**config.mk**
```make
export PLATFORM = sky130hd
export DESIGN_NAME = ex_mem_reg
export DESIGN_NICKNAME = d
export VERILOG_FILES = /design/src/rtl/cpu_types_pkg.sv /design/src/rtl/ex_mem_reg.sv
export SDC_FILE = /design/constraint.sdc
export NUM_CORES = 1
export LEC_CHECK = 0
export BUFFER_PORTS_ARGS = -buffer_cell sky130_fd_sc_hd__buf_4
export CAP_MARGIN = 20
export CORE_AREA = 2 2 147 120
export CTS_BUF_LIST = sky130_fd_sc_hd__clkbuf_8
export DETAILED_ROUTE_END_ITERATION = 7
export DIE_AREA = 0 0 149 122
export PLACE_DENSITY_LB_ADDON = 0.15
export SLEW_MARGIN = 20
export SYNTH_ARGS = -nofsm -noshare
export SYNTH_HDL_FRONTEND = slang
export SYNTH_SLANG_ARGS = --single-unit
```
**constraint.sdc**
```tcl
create_clock -name CLK -period 2.09 [get_ports CLK]
set_input_delay 0.3135 -clock CLK [delete_from_list [all_inputs] [get_ports CLK]]
set_output_delay 0.3135 -clock CLK [all_outputs]
set_load 0.02 [all_outputs]
```
**src/rtl/cpu_types_pkg.sv**
```systemverilog
// Shared CPU datapath types: word/register widths, write-back mux select and
// the EX/MEM data-memory request states.
package cpu_types_pkg;

  localparam int CPU_WORD_W = 32;
  localparam int CPU_REG_W  = 5;

  typedef logic [CPU_WORD_W-1:0] word_t;
  typedef logic [CPU_REG_W-1:0]  regbits_t;

  typedef enum logic [1:0] {
    SEL_ALU   = 2'd0,
    SEL_DLOAD = 2'd1,
    SEL_NPC   = 2'd2,
    SEL_LUI   = 2'd3
  } reg_wdat_mux_selection;

  typedef enum logic [1:0] {
    MEM_IDLE = 2'd0,
    MEM_WAIT = 2'd1,
    MEM_DONE = 2'd2
  } mem_state_t;

endpackage

```
**src/rtl/ex_mem_reg.sv**
```systemverilog
// EX/MEM pipeline register. Latches the execute-stage results, drives the
// data-memory request until dhit, stalls the pipe while a request is
// outstanding, freezes after a HALT and inserts bubbles on flush.
module ex_mem_reg
  import cpu_types_pkg::*;
#(
  parameter int WORD_W = CPU_WORD_W,
  parameter int REG_W  = CPU_REG_W
) (
  input  logic              CLK,
  input  logic              RST,
  input  logic              enable,
  input  logic              flush,
  input  logic              dhit,
  input  logic              valid_EX,
  input  logic [WORD_W-1:0] aluout_EX,
  input  logic [WORD_W-1:0] rdat2_EX,
  input  logic [WORD_W-1:0] npc_EX,
  input  logic [WORD_W-1:0] lui_EX,
  input  logic [REG_W-1:0]  wsel_EX,
  input  logic              WEN_EX,
  input  logic              dREN_EX,
  input  logic              dWEN_EX,
  input  logic              halt_EX,
  input  logic [1:0]        wdat_sel_EX,
  output logic              valid_EX_MEM,
  output logic [WORD_W-1:0] aluout_EX_MEM,
  output logic [WORD_W-1:0] rdat2_EX_MEM,
  output logic [WORD_W-1:0] npc_EX_MEM,
  output logic [WORD_W-1:0] lui_EX_MEM,
  output logic [REG_W-1:0]  wsel_EX_MEM,
  output logic              WEN_EX_MEM,
  output logic              halt_EX_MEM,
  output logic [1:0]        wdat_sel_EX_MEM,
  output logic              dmemREN,
  output logic              dmemWEN,
  output logic [WORD_W-1:0] dmemaddr,
  output logic [WORD_W-1:0] dmemstore,
  output logic              mem_stall
);

  mem_state_t            state, state_n;
  reg_wdat_mux_selection sel_q;
  logic                  dren_q, dwen_q, dren_n, dwen_n;
  logic                  frozen, adv, load_valid, new_dren, new_dwen;

  // Request FSM next state, stall and advance decision.
  always_comb begin
    state_n    = state;
    dren_n     = dren_q;
    dwen_n     = dwen_q;
    frozen     = halt_EX_MEM & valid_EX_MEM;
    mem_stall  = (state == MEM_WAIT) & ~dhit;
    adv        = enable & ~mem_stall & ~frozen;
    load_valid = valid_EX & ~flush;
    // A store wins if both request bits are (illegally) set.
    new_dwen   = load_valid & dWEN_EX;
    new_dren   = load_valid & dREN_EX & ~dWEN_EX;
    if (adv) begin
      dren_n  = new_dren;
      dwen_n  = new_dwen;
      state_n = (new_dren | new_dwen) ? MEM_WAIT : MEM_IDLE;
    end else if ((state == MEM_WAIT) && dhit) begin
      state_n = MEM_DONE;
      dren_n  = 1'b0;
      dwen_n  = 1'b0;
    end
  end

  // Request state and latched request bits.
  always_ff @(posedge CLK) begin
    if (RST) begin
      state  <= MEM_IDLE;
      dren_q <= 1'b0;
      dwen_q <= 1'b0;
    end else begin
      state  <= state_n;
      dren_q <= dren_n;
      dwen_q <= dwen_n;
    end
  end

  // Pipeline register: load on advance (bubble when flushing), else hold.
  always_ff @(posedge CLK) begin
    if (RST) begin
      valid_EX_MEM  <= 1'b0;
      aluout_EX_MEM <= '0;
      rdat2_EX_MEM  <= '0;
      npc_EX_MEM    <= '0;
      lui_EX_MEM    <= '0;
      wsel_EX_MEM   <= '0;
      WEN_EX_MEM    <= 1'b0;
      halt_EX_MEM   <= 1'b0;
      sel_q         <= SEL_ALU;
    end else if (adv) begin
      if (flush) begin
        valid_EX_MEM  <= 1'b0;
        aluout_EX_MEM <= '0;
        rdat2_EX_MEM  <= '0;
        npc_EX_MEM    <= '0;
        lui_EX_MEM    <= '0;
        wsel_EX_MEM   <= '0;
        WEN_EX_MEM    <= 1'b0;
        halt_EX_MEM   <= 1'b0;
        sel_q         <= SEL_ALU;
      end else begin
        valid_EX_MEM  <= valid_EX;
        aluout_EX_MEM <= aluout_EX;
        rdat2_EX_MEM  <= rdat2_EX;
        npc_EX_MEM    <= npc_EX;
        lui_EX_MEM    <= lui_EX;
        wsel_EX_MEM   <= wsel_EX;
        WEN_EX_MEM    <= WEN_EX & valid_EX;
        halt_EX_MEM   <= halt_EX & valid_EX;
        sel_q         <= reg_wdat_mux_selection'(wdat_sel_EX);
      end
    end
  end

  // Flag entries that request both a load and a store.
  always_ff @(posedge CLK) begin
    if (!RST && adv && load_valid) begin
      assert (!(dREN_EX && dWEN_EX));
    end
  end

  assign wdat_sel_EX_MEM = sel_q;
  assign dmemREN         = (state == MEM_WAIT) & dren_q & ~frozen;
  assign dmemWEN         = (state == MEM_WAIT) & dwen_q & ~frozen;
  assign dmemaddr        = aluout_EX_MEM;
  assign dmemstore       = rdat2_EX_MEM;

endmodule

```
# ---- Word level (Yosys, flattened, before mapping)
# Cells that the tools add are included.
# W data, S select, Z words.
dict set report totals {
  inputBits 145
  elab_cells 50
  ff_bits 142
  out_inout_bits 205
}
dict set report classes {
  bitwise 20
  n_eq_ne 1
  n_reduce_logical 2
  muxes 15
}
# cell n
set op_table {}
lappend op_table {{$mux W32} 4}
lappend op_table {{$and A1 B1 Y1} 14}
lappend op_table {{$mux W1} 7}
lappend op_table {{$mux W2} 3}
lappend op_table {{$mux W5} 1}
lappend op_table {{$not A1 Y1} 5}
lappend op_table {{$eq A2 B1 Y1 const B} 1}
lappend op_table {{$reduce_bool A2 Y1} 1}
lappend op_table {{$logic_and A1 B1 Y1} 1}
lappend op_table {{$or A1 B1 Y1} 1}

# ---- Longest topological paths before layout
dict set report logic_depth {
  word_depth 7
  depth_mapped 7
}

# ---- Worst setup path before layout
# OpenSTA, ideal clock, no wires.
dict set report synth_timing {
  kind {reg2reg}
  from {reg valid_EX_MEM}
  to {reg rdat2_EX_MEM[0] (netlist: dmemstore[0])}
  stages_incl_launch_ff 7
  setup_time_ns 0.070
  t_arrival_ns 1.459
  n_path_buf 3
  path_slack_ns 0.561
  cell_sequence {dfxtp_1 -> a21bo_1 -> buf_2 -> buf_2 -> clkbuf_1 -> o21ai_1 -> a21oi_1}
}
dict set report synth_between {
  elab_chain_len 3
}
# item line_no
set synth_rtl {}
lappend synth_rtl {{from (decl)} ex_mem_reg.sv:26} ;# output logic valid_EX_MEM,
lappend synth_rtl {{from (signal assigned)} ex_mem_reg.sv:107} ;# valid_EX_MEM <= valid_EX;
lappend synth_rtl {{$and A1 B1 Y1} ex_mem_reg.sv:52} ;# frozen = halt_EX_MEM & valid_EX_MEM;
lappend synth_rtl {{$not A1 Y1} ex_mem_reg.sv:54} ;# adv = enable & ~mem_stall & ~frozen;
lappend synth_rtl {{$and A1 B1 Y1} ex_mem_reg.sv:54}
lappend synth_rtl {{to (signal assigned)} ex_mem_reg.sv:109} ;# rdat2_EX_MEM <= rdat2_EX;
lappend synth_rtl {{to (decl)} ex_mem_reg.sv:28} ;# output logic [WORD_W-1:0] rdat2_EX_MEM,
# No other way between the ends.
# A chain may end at the register's enable or synchronous reset.

# ---- Worst setup path in the final report
dict set report layout_timing {
  from {reg state[0]}
  to {out mem_stall}
}
dict set report layout_between {
  elab_chain_len 2
}
# item line_no
set layout_rtl {}
lappend layout_rtl {{from (decl)} ex_mem_reg.sv:42} ;# mem_state_t state, state_n;
lappend layout_rtl {{from (signal assigned)} ex_mem_reg.sv:77} ;# state <= state_n;
lappend layout_rtl {{$eq A2 B1 Y1} ex_mem_reg.sv:53} ;# mem_stall = (state == MEM_WAIT) & ~dhit;
lappend layout_rtl {{$and A1 B1 Y1} ex_mem_reg.sv:53}
lappend layout_rtl {{to (decl)} ex_mem_reg.sv:39} ;# output logic mem_stall
# No other way between the ends.

==> metrics.txt <==
crit path max fanout 15; Fillers roughly 1600; RSZ-0062 raised after global routing no; DP Area 8743 µm²; Bufs and invs on worst path 2; met2 Use GR 0.3459; register area share after synthesis 0.4329; HP Class in2reg; Final Wtd Congestion 0.7609; PortBufs 349; layout net count 1111; die area roughly 18000 µm²; gr busiest metal met2; cell taking the most area after synthesis dfxtp_1; Worst slew margin 0.4712; DRC viols 0; Root Driver clkbuf_8; Critical Path AT 1650 ps; cell area after synthesis ~6600 µm²; Worst setup EP type primary output; Max Cap Viol 0; multiplexer area fraction after synthesis 0; CP peak stage delay 430 ps; routed vias 6480; CTS HTree Levels 4; initial drt markers 346; Detail Placement HPWL roughly 14 mm; CTS sink count 142; Power Dens Cells 671.6 nW/µm²; setup_tns 0 ps; GR Layer Usage met3 0.08165; Setup Buffers After CTS 0; FF+latch count, synth 142; Ports 350; Setup crit start kind flop; Pins Over Slew Limit 0; Yosys cell types 30; XOR/XNOR Fraction of Synth Area 0; Initial Utilization 0.3887; syn_nets 881; Post-Synth Adder-Cell Area 0; storage element area approximately 2800 µm²; fmax 510.1 MHz; top post-synthesis cells by area dfxtp_1 (43%), nand4b_1 (18%), o21ai_1 (11%); final setup fails 0; die width between 100 and 150 µm; Detailed Route WL 21.39 mm; # hold bufs at CTS 0; Synth top area share 0.4329; Initial DRT Pass Iterations 4; Tmin final roughly 2000 ps; initial antenna violation count 0; Worst EP required 1780 ps; wire length per cell 17.78 µm; Mapped Cells between 700 and 800; Area Overhead vs Synth 39.01%; Max IR drop VDD 360.5 µV; share of cells above drive strength 1 0.4110; antenna violation net count after detailed routing 0; die height 122 µm; Leak 3.782 nW; Mapped Avg Cell Area 8.922 µm²; CP Class reg2out; All-Layer GR Usage 0.2179; # rows 43; CP cell instances or3b_4 > inv_4 > buf_4; fin crit share 0.9381; CTS tree built; Via density 5.387; total gr overflow 0; number of CTS-inserted buffers 17; Hold Violations, Final 0; n_diodes 0; synth warn 0; Resized cells post-CTS 0; Compound-Gate Fraction of Synth Area 0.2191; clk slew on worst S/H paths 80 ps; core area about 17000 µm²; Worst-Margin Slew about 800 ps; post-synthesis simple-gate area fraction 0.1991; Final Cell Area approximately 9000 µm²; clock skew 14.34 ps; outcome finished clean; largest net degree at the start of global routing 92; largest family of logic cells by synthesized area compound AO/OA/AOI/OAI gates; Crit-path slowest cell or3b_4; Top delay family on crit path simple AND/OR/NAND/NOR gates; clk_lat worst skew 450 ps; first-pass GRT wire length 31.63 mm; clock buffer depth 2; Multi-input gate area 2766 µm²; vias in the first global route 5889; met1 usage 0.2721
## routing by layer
metal  wire (µm)  share of wire
met1        9045           0.42
met2       10120           0.47
met3        1840          0.086
met4         380          0.018
met5           0              0
## final cells by class
| class | count | area share |
|---|---|---|
| inverters | 2 | 0.001097 |
| clock inverters | 12 | 0.01343 |
| multi-input cells | 436 | 0.3031 |
| well taps | 225 | 0.03084 |
| repair buffers | 367 | 0.3114 |
| flip-flops and latches | 142 | 0.3114 |
| clock buffers | 19 | 0.02865 |
## final timing paths
| kind | to | slack, ps | start | cells after the start |
|---|---|---|---|---|
| max | mem_stall | 130 | state[0] | 3 |
| min | WEN_EX_MEM | 110 | WEN_EX | 3 |
| max reg2reg | dren_q | 330 | state[0] | 4 |
| min reg2reg | dwen_q | 470 | dwen_q | 1 |
## cell usage after synthesis
cell type,n
clkbuf_1,49
or3b_1,1
a41oi_1,1
o2111ai_1,1
a21oi_1,136
buf_6,15
and3b_1,1
a21bo_1,1
and3_1,2
buf_4,64
nor2b_1,1
nor3b_1,1
nand2b_1,3
buf_2,25
nor2_1,2
a211oi_2,1
inv_2,1
nand4b_1,136
nand4_1,2
a32o_1,2
nand3_1,2
nand2_1,1
o21ai_1,138
or2_2,1
a21boi_1,1
buf_1,3
inv_1,1
nor3_1,1
dfxtp_1,142
nor4b_1,1
## metrics by stage
step           power (mW)  setup WS [ps]  hold WS (ps)  utilization  cells
4_1_cts             6.213          89.49         77.01       0.5403   1203
2_1_floorplan       3.542          560.9         433.8            -    736
3_5_place_dp        4.030          323.6         452.5       0.5176   1172
3_3_place_gp        4.022          368.2         448.4       0.5176   1172
6_report            6.130          129.4         109.8       0.5403   1203
5_1_grt             6.390          37.16         97.97       0.5403   1203
## worst register-to-register path: cells and delay by family (launching register included)
family	cells	cell delay, ps
AOI/OAI and AO/OA	2	440
buffers and inverters	1	600
and+or+nand+nor	1	270
DFF	1	350
## kinds of logic (layout without fill, tap and decap cells)
| family | count (synthesis) | after routing |
|---|---|---|
| AOI/OAI and AO/OA | 281 | 281 |
| buffers and inverters | 158 | 400 |
| and+or+nand+nor | 155 | 155 |
| DFF | 142 | 142 |
## layout by cell type, fill, tap and decap left out, types with 2 or more instances in the layout
cell type,instances
a21oi_1,136
a32o_1,2
and3_1,2
buf_12,7
buf_4,360
bufinv_16,2
clkbuf_8,19
clkinv_2,3
clkinv_4,2
clkinvlp_4,3
dfxtp_1,142
inv_1,3
nand2b_1,3
nand3_1,2
nand4_1,2
nand4b_1,136
nor2_1,2
o21ai_1,138
## flip-flops by register name, summed over array words and instances, names as in the netlist
register and flops:
aluout_EX_MEM 32, state 2, valid_EX_MEM 1, wsel_EX_MEM 5, wdat_sel_EX_MEM 2, dwen_q 1, npc_EX_MEM 32, halt_EX_MEM 1
dren_q 1, dmemstore 32, WEN_EX_MEM 1, lui_EX_MEM 32
## report_power, final
group          total, mW  switching, mW  leakage (nW)  internal, mW
registers           2.88         0.0692          1.16          2.81
clock network       2.17           1.06         0.196          1.10
logic               1.09          0.571          2.43         0.514
Note: power is estimated with default switching activity, not from simulation.
